--- src/rtl/mem_wb_stage_if.sv ---
// Bundle of upstream memory-stage fields, data-memory port and writeback-stage
// outputs for mem_wb_stage. The stage itself uses the slave modport.
interface mem_wb_stage_if;
    logic        in_valid;
    logic [4:0]  in_pc;
    logic [31:0] in_alu_res;
    logic [31:0] in_write_data;
    logic [2:0]  in_jump_type;
    logic        in_reg_wrenable;
    logic [4:0]  in_write_reg;
    logic        in_mem_wrenable;
    logic        in_mem_to_reg;
    logic        stall;
    logic        dmem_req;
    logic        dmem_we;
    logic [31:0] dmem_addr;
    logic [31:0] dmem_wdata;
    logic        dmem_ack;
    logic [31:0] dmem_rdata;
    logic        out_valid;
    logic [4:0]  out_pc;
    logic [31:0] out_wb_data;
    logic        out_reg_wrenable;
    logic [4:0]  out_write_reg;
    logic [2:0]  out_jump_type;
    logic        mem_err;

    modport slave (
        input  in_valid, in_pc, in_alu_res, in_write_data, in_jump_type,
               in_reg_wrenable, in_write_reg, in_mem_wrenable, in_mem_to_reg,
               dmem_ack, dmem_rdata,
        output stall, dmem_req, dmem_we, dmem_addr, dmem_wdata,
               out_valid, out_pc, out_wb_data, out_reg_wrenable, out_write_reg,
               out_jump_type, mem_err
    );

    modport master (
        output in_valid, in_pc, in_alu_res, in_write_data, in_jump_type,
               in_reg_wrenable, in_write_reg, in_mem_wrenable, in_mem_to_reg,
               dmem_ack, dmem_rdata,
        input  stall, dmem_req, dmem_we, dmem_addr, dmem_wdata,
               out_valid, out_pc, out_wb_data, out_reg_wrenable, out_write_reg,
               out_jump_type, mem_err
    );
endinterface

--- src/rtl/mem_wb_stage.sv ---
// Memory/writeback pipeline stage: issues one data-memory access per load/store
// and stalls upstream while waiting for the ack. Optional MEM_TIMEOUT_EN adds a
// 16-cycle access timeout that completes the op with mem_err and no reg write.
module mem_wb_stage (
    input  logic           clk,
    input  logic           rst_n,
    mem_wb_stage_if.slave  bus
);
    localparam logic [0:0] ST_IDLE = 1'b0;
    localparam logic [0:0] ST_WAIT = 1'b1;

    logic [0:0]  state_q,       state_d;
    logic        dmem_req_q,    dmem_req_d;
    logic        dmem_we_q,     dmem_we_d;
    logic [31:0] dmem_addr_q,   dmem_addr_d;
    logic [31:0] dmem_wdata_q,  dmem_wdata_d;
    logic [4:0]  lat_pc_q,      lat_pc_d;
    logic [2:0]  lat_jump_q,    lat_jump_d;
    logic        lat_rwe_q,     lat_rwe_d;
    logic [4:0]  lat_wr_q,      lat_wr_d;
    logic        lat_load_q,    lat_load_d;
    logic        out_valid_q,   out_valid_d;
    logic [4:0]  out_pc_q,      out_pc_d;
    logic [31:0] out_wb_q,      out_wb_d;
    logic        out_rwe_q,     out_rwe_d;
    logic [4:0]  out_wr_q,      out_wr_d;
    logic [2:0]  out_jump_q,    out_jump_d;
    logic        is_mem_s;
    logic        tmo_hit_s;

`ifdef MEM_TIMEOUT_EN
    logic [3:0]  tmo_cnt_q,     tmo_cnt_d;
    logic        mem_err_q,     mem_err_d;

    // The 16th consecutive no-ack WAIT cycle sees the counter at 15.
    assign tmo_hit_s   = (tmo_cnt_q == 4'd15);
    assign bus.mem_err = mem_err_q;
`else
    assign tmo_hit_s   = 1'b0;
    assign bus.mem_err = 1'b0;
`endif

    assign is_mem_s = bus.in_mem_wrenable | bus.in_mem_to_reg;

    // Next-state and next-output computation for both FSM states.
    always_comb begin
        state_d      = state_q;
        dmem_req_d   = dmem_req_q;
        dmem_we_d    = dmem_we_q;
        dmem_addr_d  = dmem_addr_q;
        dmem_wdata_d = dmem_wdata_q;
        lat_pc_d     = lat_pc_q;
        lat_jump_d   = lat_jump_q;
        lat_rwe_d    = lat_rwe_q;
        lat_wr_d     = lat_wr_q;
        lat_load_d   = lat_load_q;
        out_valid_d  = out_valid_q;
        out_pc_d     = out_pc_q;
        out_wb_d     = out_wb_q;
        out_rwe_d    = out_rwe_q;
        out_wr_d     = out_wr_q;
        out_jump_d   = out_jump_q;
`ifdef MEM_TIMEOUT_EN
        tmo_cnt_d    = tmo_cnt_q;
        mem_err_d    = 1'b0;
`endif
        case (state_q)
            ST_IDLE: begin
                if (bus.in_valid && is_mem_s) begin
                    lat_pc_d     = bus.in_pc;
                    lat_jump_d   = bus.in_jump_type;
                    lat_rwe_d    = bus.in_reg_wrenable;
                    lat_wr_d     = bus.in_write_reg;
                    // A store with mem_to_reg also set still writes back alu_res.
                    lat_load_d   = bus.in_mem_to_reg & ~bus.in_mem_wrenable;
                    dmem_req_d   = 1'b1;
                    dmem_we_d    = bus.in_mem_wrenable;
                    dmem_addr_d  = bus.in_alu_res;
                    dmem_wdata_d = bus.in_write_data;
                    out_valid_d  = 1'b0;
                    out_rwe_d    = 1'b0;
                    state_d      = ST_WAIT;
`ifdef MEM_TIMEOUT_EN
                    tmo_cnt_d    = 4'd0;
`endif
                end else if (bus.in_valid) begin
                    out_valid_d  = 1'b1;
                    out_pc_d     = bus.in_pc;
                    out_wb_d     = bus.in_alu_res;
                    out_rwe_d    = bus.in_reg_wrenable;
                    out_wr_d     = bus.in_write_reg;
                    out_jump_d   = bus.in_jump_type;
                end else begin
                    out_valid_d  = 1'b0;
                    out_rwe_d    = 1'b0;
                end
            end
            ST_WAIT: begin
                if (bus.dmem_ack || tmo_hit_s) begin
                    // Ack wins over a simultaneous timeout.
                    dmem_req_d   = 1'b0;
                    dmem_we_d    = 1'b0;
                    out_valid_d  = 1'b1;
                    out_pc_d     = lat_pc_q;
                    out_wr_d     = lat_wr_q;
                    out_jump_d   = lat_jump_q;
                    out_wb_d     = (bus.dmem_ack && lat_load_q) ? bus.dmem_rdata : dmem_addr_q;
                    out_rwe_d    = bus.dmem_ack ? lat_rwe_q : 1'b0;
                    state_d      = ST_IDLE;
`ifdef MEM_TIMEOUT_EN
                    mem_err_d    = ~bus.dmem_ack;
`endif
                end else begin
                    out_valid_d  = 1'b0;
                    out_rwe_d    = 1'b0;
`ifdef MEM_TIMEOUT_EN
                    tmo_cnt_d    = tmo_cnt_q + 4'd1;
`endif
                end
            end
            default: begin
                state_d      = ST_IDLE;
                dmem_req_d   = 1'b0;
                dmem_we_d    = 1'b0;
                out_valid_d  = 1'b0;
                out_rwe_d    = 1'b0;
            end
        endcase
    end

    // State, memory-request and writeback registers.
    always_ff @(posedge clk or negedge rst_n) begin
        if (!rst_n) begin
            state_q      <= ST_IDLE;
            dmem_req_q   <= 1'b0;
            dmem_we_q    <= 1'b0;
            dmem_addr_q  <= 32'd0;
            dmem_wdata_q <= 32'd0;
            lat_pc_q     <= 5'd0;
            lat_jump_q   <= 3'd0;
            lat_rwe_q    <= 1'b0;
            lat_wr_q     <= 5'd0;
            lat_load_q   <= 1'b0;
            out_valid_q  <= 1'b0;
            out_pc_q     <= 5'd0;
            out_wb_q     <= 32'd0;
            out_rwe_q    <= 1'b0;
            out_wr_q     <= 5'd0;
            out_jump_q   <= 3'd0;
`ifdef MEM_TIMEOUT_EN
            tmo_cnt_q    <= 4'd0;
            mem_err_q    <= 1'b0;
`endif
        end else begin
            state_q      <= state_d;
            dmem_req_q   <= dmem_req_d;
            dmem_we_q    <= dmem_we_d;
            dmem_addr_q  <= dmem_addr_d;
            dmem_wdata_q <= dmem_wdata_d;
            lat_pc_q     <= lat_pc_d;
            lat_jump_q   <= lat_jump_d;
            lat_rwe_q    <= lat_rwe_d;
            lat_wr_q     <= lat_wr_d;
            lat_load_q   <= lat_load_d;
            out_valid_q  <= out_valid_d;
            out_pc_q     <= out_pc_d;
            out_wb_q     <= out_wb_d;
            out_rwe_q    <= out_rwe_d;
            out_wr_q     <= out_wr_d;
            out_jump_q   <= out_jump_d;
`ifdef MEM_TIMEOUT_EN
            tmo_cnt_q    <= tmo_cnt_d;
            mem_err_q    <= mem_err_d;
`endif
        end
    end

    assign bus.stall            = (state_q == ST_WAIT);
    assign bus.dmem_req         = dmem_req_q;
    assign bus.dmem_we          = dmem_we_q;
    assign bus.dmem_addr        = dmem_addr_q;
    assign bus.dmem_wdata       = dmem_wdata_q;
    assign bus.out_valid        = out_valid_q;
    assign bus.out_pc           = out_pc_q;
    assign bus.out_wb_data      = out_wb_q;
    assign bus.out_reg_wrenable = out_rwe_q;
    assign bus.out_write_reg    = out_wr_q;
    assign bus.out_jump_type    = out_jump_q;
endmodule

--- src/flat_wrapper.sv ---
// flat-port wrapper written by rule: the top's interface ports become plain ports
module mem_wb_stage_flat 
  (clk, rst_n, bus_in_valid, bus_in_pc, bus_in_alu_res, bus_in_write_data, bus_in_jump_type, bus_in_reg_wrenable, bus_in_write_reg, bus_in_mem_wrenable, bus_in_mem_to_reg, bus_dmem_ack, bus_dmem_rdata, bus_stall, bus_dmem_req, bus_dmem_we, bus_dmem_addr, bus_dmem_wdata, bus_out_valid, bus_out_pc, bus_out_wb_data, bus_out_reg_wrenable, bus_out_write_reg, bus_out_jump_type, bus_mem_err);
  mem_wb_stage_if bus_i ();
  input  logic clk;
  input  logic rst_n;
  input wire logic [$bits(bus_i.in_valid)-1:0] bus_in_valid;
  input wire logic [$bits(bus_i.in_pc)-1:0] bus_in_pc;
  input wire logic [$bits(bus_i.in_alu_res)-1:0] bus_in_alu_res;
  input wire logic [$bits(bus_i.in_write_data)-1:0] bus_in_write_data;
  input wire logic [$bits(bus_i.in_jump_type)-1:0] bus_in_jump_type;
  input wire logic [$bits(bus_i.in_reg_wrenable)-1:0] bus_in_reg_wrenable;
  input wire logic [$bits(bus_i.in_write_reg)-1:0] bus_in_write_reg;
  input wire logic [$bits(bus_i.in_mem_wrenable)-1:0] bus_in_mem_wrenable;
  input wire logic [$bits(bus_i.in_mem_to_reg)-1:0] bus_in_mem_to_reg;
  input wire logic [$bits(bus_i.dmem_ack)-1:0] bus_dmem_ack;
  input wire logic [$bits(bus_i.dmem_rdata)-1:0] bus_dmem_rdata;
  output wire logic [$bits(bus_i.stall)-1:0] bus_stall;
  output wire logic [$bits(bus_i.dmem_req)-1:0] bus_dmem_req;
  output wire logic [$bits(bus_i.dmem_we)-1:0] bus_dmem_we;
  output wire logic [$bits(bus_i.dmem_addr)-1:0] bus_dmem_addr;
  output wire logic [$bits(bus_i.dmem_wdata)-1:0] bus_dmem_wdata;
  output wire logic [$bits(bus_i.out_valid)-1:0] bus_out_valid;
  output wire logic [$bits(bus_i.out_pc)-1:0] bus_out_pc;
  output wire logic [$bits(bus_i.out_wb_data)-1:0] bus_out_wb_data;
  output wire logic [$bits(bus_i.out_reg_wrenable)-1:0] bus_out_reg_wrenable;
  output wire logic [$bits(bus_i.out_write_reg)-1:0] bus_out_write_reg;
  output wire logic [$bits(bus_i.out_jump_type)-1:0] bus_out_jump_type;
  output wire logic [$bits(bus_i.mem_err)-1:0] bus_mem_err;
  assign bus_i.in_valid = bus_in_valid;
  assign bus_i.in_pc = bus_in_pc;
  assign bus_i.in_alu_res = bus_in_alu_res;
  assign bus_i.in_write_data = bus_in_write_data;
  assign bus_i.in_jump_type = bus_in_jump_type;
  assign bus_i.in_reg_wrenable = bus_in_reg_wrenable;
  assign bus_i.in_write_reg = bus_in_write_reg;
  assign bus_i.in_mem_wrenable = bus_in_mem_wrenable;
  assign bus_i.in_mem_to_reg = bus_in_mem_to_reg;
  assign bus_i.dmem_ack = bus_dmem_ack;
  assign bus_i.dmem_rdata = bus_dmem_rdata;
  assign bus_stall = bus_i.stall;
  assign bus_dmem_req = bus_i.dmem_req;
  assign bus_dmem_we = bus_i.dmem_we;
  assign bus_dmem_addr = bus_i.dmem_addr;
  assign bus_dmem_wdata = bus_i.dmem_wdata;
  assign bus_out_valid = bus_i.out_valid;
  assign bus_out_pc = bus_i.out_pc;
  assign bus_out_wb_data = bus_i.out_wb_data;
  assign bus_out_reg_wrenable = bus_i.out_reg_wrenable;
  assign bus_out_write_reg = bus_i.out_write_reg;
  assign bus_out_jump_type = bus_i.out_jump_type;
  assign bus_mem_err = bus_i.mem_err;
  mem_wb_stage u_core (.clk(clk), .rst_n(rst_n), .bus(bus_i));
endmodule
--- config.mk ---
export PLATFORM = sky130hd
export DESIGN_NAME = mem_wb_stage_flat
export DESIGN_NICKNAME = d
export VERILOG_FILES = /design/src/rtl/mem_wb_stage_if.sv /design/src/rtl/mem_wb_stage.sv /design/src/flat_wrapper.sv
export SDC_FILE = /design/constraint.sdc
export NUM_CORES = 1
export LEC_CHECK = 0
export CORE_ASPECT_RATIO = 0.8
export CORE_MARGIN = 3
export CORE_UTILIZATION = 39
export CTS_BUF_LIST = sky130_fd_sc_hd__clkbuf_4 sky130_fd_sc_hd__clkbuf_8 sky130_fd_sc_hd__clkbuf_16
export CTS_CLUSTER_DIAMETER = 40
export DETAILED_ROUTE_END_ITERATION = 10
export PLACE_DENSITY = 0.75
export SETUP_SLACK_MARGIN = 0.3
export SLEW_MARGIN = 15
export SYNTH_ARGS = -nofsm -noshare
export SYNTH_HDL_FRONTEND = slang
export SYNTH_SLANG_ARGS = --single-unit
export TNS_END_PERCENT = 20
--- constraint.sdc ---
create_clock -name clk -period 1.95 [get_ports clk]
set_clock_uncertainty 0.05 [all_clocks]
set_input_delay 0.2925 -clock clk [delete_from_list [all_inputs] [get_ports clk]]
set_output_delay 0.2925 -clock clk [all_outputs]
set_load 0.03 [all_outputs]
==> results of run 1 <==
[layout make-up]
cell class | count | area, sq um | share of cell area (%)
timing repair buffer | 265 | 2870 | 30.2
clock buffer | 26 | 512 | 5.39
sequential | 129 | 3230 | 34.0
clock inverter | 5 | 77.6 | 0.817
tap | 184 | 230 | 2.42
inverter | 4 | 15.0 | 0.158
multi-input combinational | 294 | 2560 | 27.0
[metal layers]
| layer | part of all wire [%] | GRT usage, % | wire length (um) |
|---|---|---|---|
| met5 | 0 | 0 | 0 |
| met2 | 50 | 36.6 | 9010 |
| met1 | 43 | 28.5 | 7740 |
| met3 | 6.6 | 6.86 | 1200 |
| met4 | 0.58 | 5.50 | 104 |
[cell families after synthesis]
logic type / after synthesis
AO/OA/AOI/OAI: 85
flip-flops: 129
multiplexers: 91
AND/OR/NAND/NOR: 117
other: 1
buffers and inverters: 47
[power groups by stage]
stage               combinational [mW]  clock (mW)  sequential (mW)
finish                            4.85        3.14             3.88
global route                      5.10        3.30             3.98
CTS                               4.81        3.20             3.89
detailed placement                4.58           0             3.91
global placement                  4.51           0             3.86
floorplan                         1.24           0             5.14
[repair_timing]
action                                  in CTS  in global routing
hold buffers                                 1                  0
pin swaps                                    7                  5
endpoints found under the hold margin      129                  0
endpoints found under the setup margin     162                187
buffers inserted                             2                  4
resized for setup                           50                 44
gates cloned                                 4                  1
[Yosys cell counts]
cell type / number / area share (%)
dfrtp_1: 129 / 56
mux2_2: 78 / 15
nand3_1: 47 / 4.1
a211oi_1: 32 / 4.2
and3_1: 32 / 3.5
nor2_1: 32 / 2.1
o31ai_2: 26 / 5.6
clkbuf_1: 23 / 1.5
mux2i_1: 13 / 2.2
o21ai_0: 13 / 1.1
buf_2: 10 / 0.87
o31ai_1: 6 / 0.78
buf_6: 5 / 0.97
buf_1: 4 / 0.26
inv_1: 4 / 0.26
nand2_1: 3 / 0.19
a21o_1: 2 / 0.26
a21oi_1: 2 / 0.17
o21ai_1: 2 / 0.17
a22oi_1: 1 / 0.13
and2_1: 1 / 0.11
buf_4: 1 / 0.13
conb_1: 1 / 0.065
nor2b_1: 1 / 0.11
o21a_1: 1 / 0.13
or4b_1: 1 / 0.17
[worst paths after layout]
path	slack, ns	depth (start not counted)	to
max	0.13	1	bus_out_wb_data[1]
min reg2reg	0.45	1	u_core.bus.dmem_req
min in group clk	0.45	1	u_core.bus.dmem_req
max reg2reg	0.17	5	u_core.bus.out_wb_data[20]
min	0.17	2	u_core.bus.dmem_wdata[8]
max in group asynchronous	0.99	3	u_core.bus.stall
[cells in the final DEF (no fill, tap or decap), types with 3 or more instances in the layout]
master | netlist | layout
mux2i_1 | 13 | 13
o21ai_0 | 13 | 7
clkbuf_4 | 0 | 6
o21ai_1 | 2 | 3
buf_12 | 0 | 11
dlymetal6s2s_1 | 0 | 29
clkbuf_8 | 0 | 3
a211oi_2 | 0 | 4
dlygate4sd2_1 | 0 | 6
and3_1 | 32 | 32
nand3_1 | 47 | 38
inv_1 | 4 | 4
nor2_1 | 32 | 32
buf_16 | 0 | 4
clkdlybuf4s50_1 | 0 | 192
nand3_2 | 0 | 9
o31ai_2 | 26 | 20
buf_4 | 1 | 19
o21ai_2 | 0 | 5
a211oi_1 | 32 | 28
clkbuf_16 | 0 | 18
dfrtp_1 | 129 | 128
o31ai_4 | 0 | 12
mux2_2 | 78 | 78
[through the flow]
step | area [sq um] | setup WS (ns) | util [%] | hold WS (ns) | cells
after floorplan | 5820 | 0.151 | - | -0.0531 | 470
after global placement | 8340 | -0.259 | 58.0 | 0.0394 | 864
after detailed placement | 8340 | -0.316 | 58.0 | 0.0416 | 864
after CTS | 9300 | 0.0981 | 64.6 | 0.152 | 902
after global routing | 9490 | 0.0896 | 66.0 | 0.143 | 907
final | 9490 | 0.135 | 66.0 | 0.166 | 907
==> out/metrics.cfg, run 1 <==
[setup_path]
critPathTopFamily = buffers and inverters
crit_start = u_core.bus.out_wb_data[1]
crit_chain = clkdlybuf4s50_1
r2r-start = u_core.bus.stall
critPathMaxFanout = 2
crit_type = reg -> out
crit_buf_inv = 1
slowest_stage = clkdlybuf4s50_1
worst_ep_required_time_ns = 1.61
cp-start-kind = register
end_kind = output port
cp_slowest_stage_delay_ns = 0.72
cp_data_arrival_time_ns = 1.47

[drt]
routed_wl_um = 18000
drtPass1Iterations = 5
drc = 0
vias_per_cell = 5.29
detail_route.wl_per_cell_um = 19.9
dr_total_vias = 4800
final_antenna_net_count = 0
drtIter0Drc = 214

[synthesis]
syn_avg_cell_area_sq_um = 12.3
syn_inst = 470
synth_xor_area_share_pct = 0
synth_compound_area_share_pct = 12.5
yosysSeqAreaShare_pct = 55.8
synth_top_family_by_area = multiplexers
syn_nets = 586
synthAdderAreaFrac_pct = 0
ys_warn_count = 0
synth.distinct_cells = 26
synth.ff_latch_count = 129
muxShareOfSynthArea_pct = 17.4
netlist_area_sq_mm = 0.00579
yosys.area_share.simple_pct = 10.2

[clock_tree]
path_clk_slew_ns = 0.05
cts_root_buf = clkbuf_16
cts_buffers = 17
numClockSinks = 129
cts_tree = yes
htreeDepth = 4
clk_latency_ns = 0.40
clockBufferDepth = 2

[cells_and_area]
drive_gt1_share_pct = 27.8
antenna_cells_inserted = 0
nFillCells = 1061
area_growth_pct = 64.1
layout.nets = 827

[power]
power_mw = 11.9
p_per_area_mw_per_mm2 = 1250
p_leak_nw = 4.30
pwr-share-clk_pct = 26.5
pwr-share-comb_pct = 40.8
sw_frac_of_total_pct = 35.5
vdd.ir_drop.worst_v = 0.000738
p_seq_share_pct = 32.7
p_switching_mw = 4.21
p_int_mw = 7.66

[floorplanning]
coreArea_sq_mm = 0.0144
fp-row-count = 39
start_util_pct = 40.2
io_pins = 231
die_height_um = 115
fp.dieArea_sq_mm = 0.0163
die_x_um = 142

[timing]
slew_headroom_pct = 65.8
hold_violations = 0
totalNegativeSetupSlack_ns = 0
period_needed_ns = 1.82
finalSetupViolCount = 0
grt_setup_unrepaired = true
finalCritPeriodShare_pct = 93.1
worstMarginPinSlew_ns = 0.512
fmax_ghz = 0.551
slew_violations = 0

[place]
hpwl_um = 12000
place_congestion = 0.789
portBuffers = 229

[hold_path]
hold_class = in -> async

[global_route]
antenna_found_initial = 0
grt-ovfl-total = 0
grt.total_usage_pct = 22.1
grt_start_max_net_pins = 90
grt_pass1_vias = 5187
grt_pass1_wl_um = 28100

[run_status]
status = finished clean

[run]
cap_violations = 0

Note: power is estimated with default switching activity, not from simulation.
==> run 2, diff against run 1 <==
--- a/config.mk
+++ b/config.mk
@@ -7,14 +7,13 @@
 export LEC_CHECK = 0
 export CORE_ASPECT_RATIO = 0.8
 export CORE_MARGIN = 3
-export CORE_UTILIZATION = 39
+export CORE_UTILIZATION = 44
 export CTS_BUF_LIST = sky130_fd_sc_hd__clkbuf_4 sky130_fd_sc_hd__clkbuf_8 sky130_fd_sc_hd__clkbuf_16
 export CTS_CLUSTER_DIAMETER = 40
 export DETAILED_ROUTE_END_ITERATION = 10
-export PLACE_DENSITY = 0.75
+export PLACE_DENSITY = 0.8
 export SETUP_SLACK_MARGIN = 0.3
 export SLEW_MARGIN = 15
 export SYNTH_ARGS = -nofsm -noshare
 export SYNTH_HDL_FRONTEND = slang
 export SYNTH_SLANG_ARGS = --single-unit
-export TNS_END_PERCENT = 20
==> constraint.sdc (replaced) <==
create_clock -name clk -period 1.9 [get_ports clk]
set_clock_uncertainty 0.05 [all_clocks]
set_input_delay 0.285 -clock clk [delete_from_list [all_inputs] [get_ports clk]]
set_output_delay 0.285 -clock clk [all_outputs]
set_load 0.03 [all_outputs]
==> out/metrics.cfg, run 2 (synthesis gave the netlist of run 1 again) <==
[clock_tree]
cts_tree = yes
clk_latency_ns = 0.42
path_clk_slew_ns = 0.06
cts_root_buf = clkbuf_16
clockBufferDepth = 2
cts_buffers = 17
htreeDepth = 4
numClockSinks = 129

[cells_and_area]
area_growth_pct = 64.3
nFillCells = 839
final_util_pct = 75.9
antenna_cells_inserted = 0
layout.nets = 837
layout_common_cells = 127 x dfrtp_1, 114 x clkdlybuf4s50_1, 104 x dlygate4sd2_1
drive_gt1_share_pct = 30.6
layout_commonest_cell = dfrtp_1

[timing]
finalCritPeriodShare_pct = 93.0
period_needed_ns = 1.77
finalSetupViolCount = 0
grt_setup_unrepaired = true
hold_violations = 0
fmax_ghz = 0.566
slew_violations = 0

[floorplanning]
io_pins = 231
start_util_pct = 46.2
fp-row-count = 36
die_x_um = 134
coreArea_sq_mm = 0.0125
die_height_um = 109
fp.dieArea_sq_mm = 0.0146

[place]
portBuffers = 229
hpwl_um = 12500
place_congestion = 0.837

[drt]
routed_wl_um = 19500
drtPass1Iterations = 4
detail_route.wl_per_cell_um = 21.6
final_antenna_net_count = 0
vias_per_cell = 5.59
drtIter0Drc = 263
drc = 0
dr_total_vias = 5047

[hold_path]
hold_class = in -> async

[setup_path]
r2r_cells = 5
critPathMaxFanout = 30
cp-start-kind = register
worst_ep_required_time_ns = 2.14
crit_buf_inv = 3
path_depth = 5
crit_type = reg -> reg
cp_slowest_stage_delay_ns = 0.42
slowest_stage = dfrtp_2
end_kind = register
critPathTopFamily = buffers and inverters
crit_chain = buf_6 > inv_1 > buf_12 > a211oi_1 > o31ai_4
r2r_slack_ns = 0.13
cp_data_arrival_time_ns = 2.00

[power]
power_mw = 12.0
p_per_area_mw_per_mm2 = 1260
p_leak_nw = 4.27
vdd.ir_drop.worst_v = 0.000863

[global_route]
grt_pass1_wl_um = 28200
antenna_found_initial = 0
grt-ovfl-total = 0
grt_start_max_net_pins = 47
grt_pass1_vias = 5295
grt.total_usage_pct = 25.2

[run]
cap_violations = 0

[run_status]
status = finished clean

## run 2: what timing repair did
item | CTS | global route
endpoints found under the hold margin | 27 | 0
resized for setup | 141 | 59
gates cloned | 2 | 3
buffers inserted | 4 | 5
endpoints found under the setup margin | 204 | 133
pin swaps | 9 | 2
hold buffers | 1 | 0
## run 2: metrics by stage
stage	setup WS [ns]	setup TNS, ns	std cells	hold WS [ns]	cell area (sq um)
2_1_floorplan	0.102	0	470	-0.0606	5870
3_3_place_gp	-0.130	-9.27	858	0.210	8470
3_5_place_dp	-0.166	-13.04	858	0.224	8470
4_1_cts	0.197	0	895	0.331	9120
5_1_grt	0.118	0	903	0.369	9510
6_report	0.134	0	903	0.327	9510
## run 2: final cells by class
class	instances	area (sq um)	area share, %
Sequential cell	129	3230	34.0
Timing Repair Buffer	274	2760	29.0
Multi-Input combinational cell	295	2690	28.3
Inverter	4	15.0	0.158
Clock buffer	25	523	5.50
Tap cell	171	214	2.25
Clock inverter	5	75.1	0.790
## run 2: routing by layer
| metal | global-route usage [%] | vias up | routed length, um |
|---|---|---|---|
| met5 | 0 | - | 0 |
| met4 | 7.85 | 0 | 261 |
| met3 | 9.95 | 27 | 1660 |
| met2 | 43.4 | 231 | 10000 |
| met1 | 29.3 | 2570 | 7560 |
| li1 | - | 2219 | - |
## run 2: path summary, 6_finish.rpt
check	startpoint	end
setup reg to reg	u_core.bus.stall	u_core.bus.out_wb_data[14]
hold / removal	rst_n	u_core.bus.out_valid
max in group asynchronous	rst_n	u_core.bus.out_wb_data[10]
setup / recovery	u_core.bus.stall	u_core.bus.out_wb_data[14]
hold reg to reg	u_core.bus.dmem_req	u_core.bus.dmem_req
min in group clk	bus_in_write_data[19]	u_core.bus.dmem_wdata[19]
## run 2: worst register-to-register path: stages (launching register included)
cell and delay, ns:
dfrtp_2 0.42, buf_6 0.29, inv_1 0.17, buf_12 0.21, a211oi_1 0.41, o31ai_4 0.11
## run 2: report_power, final
part,total [mW],internal (mW),leakage [nW],switching [mW]
registers,4.02,3.50,1.54,0.516
logic,4.71,1.90,2.43,2.81
clock network,3.27,2.15,0.302,1.13
total,12.0,7.54,4.27,4.45
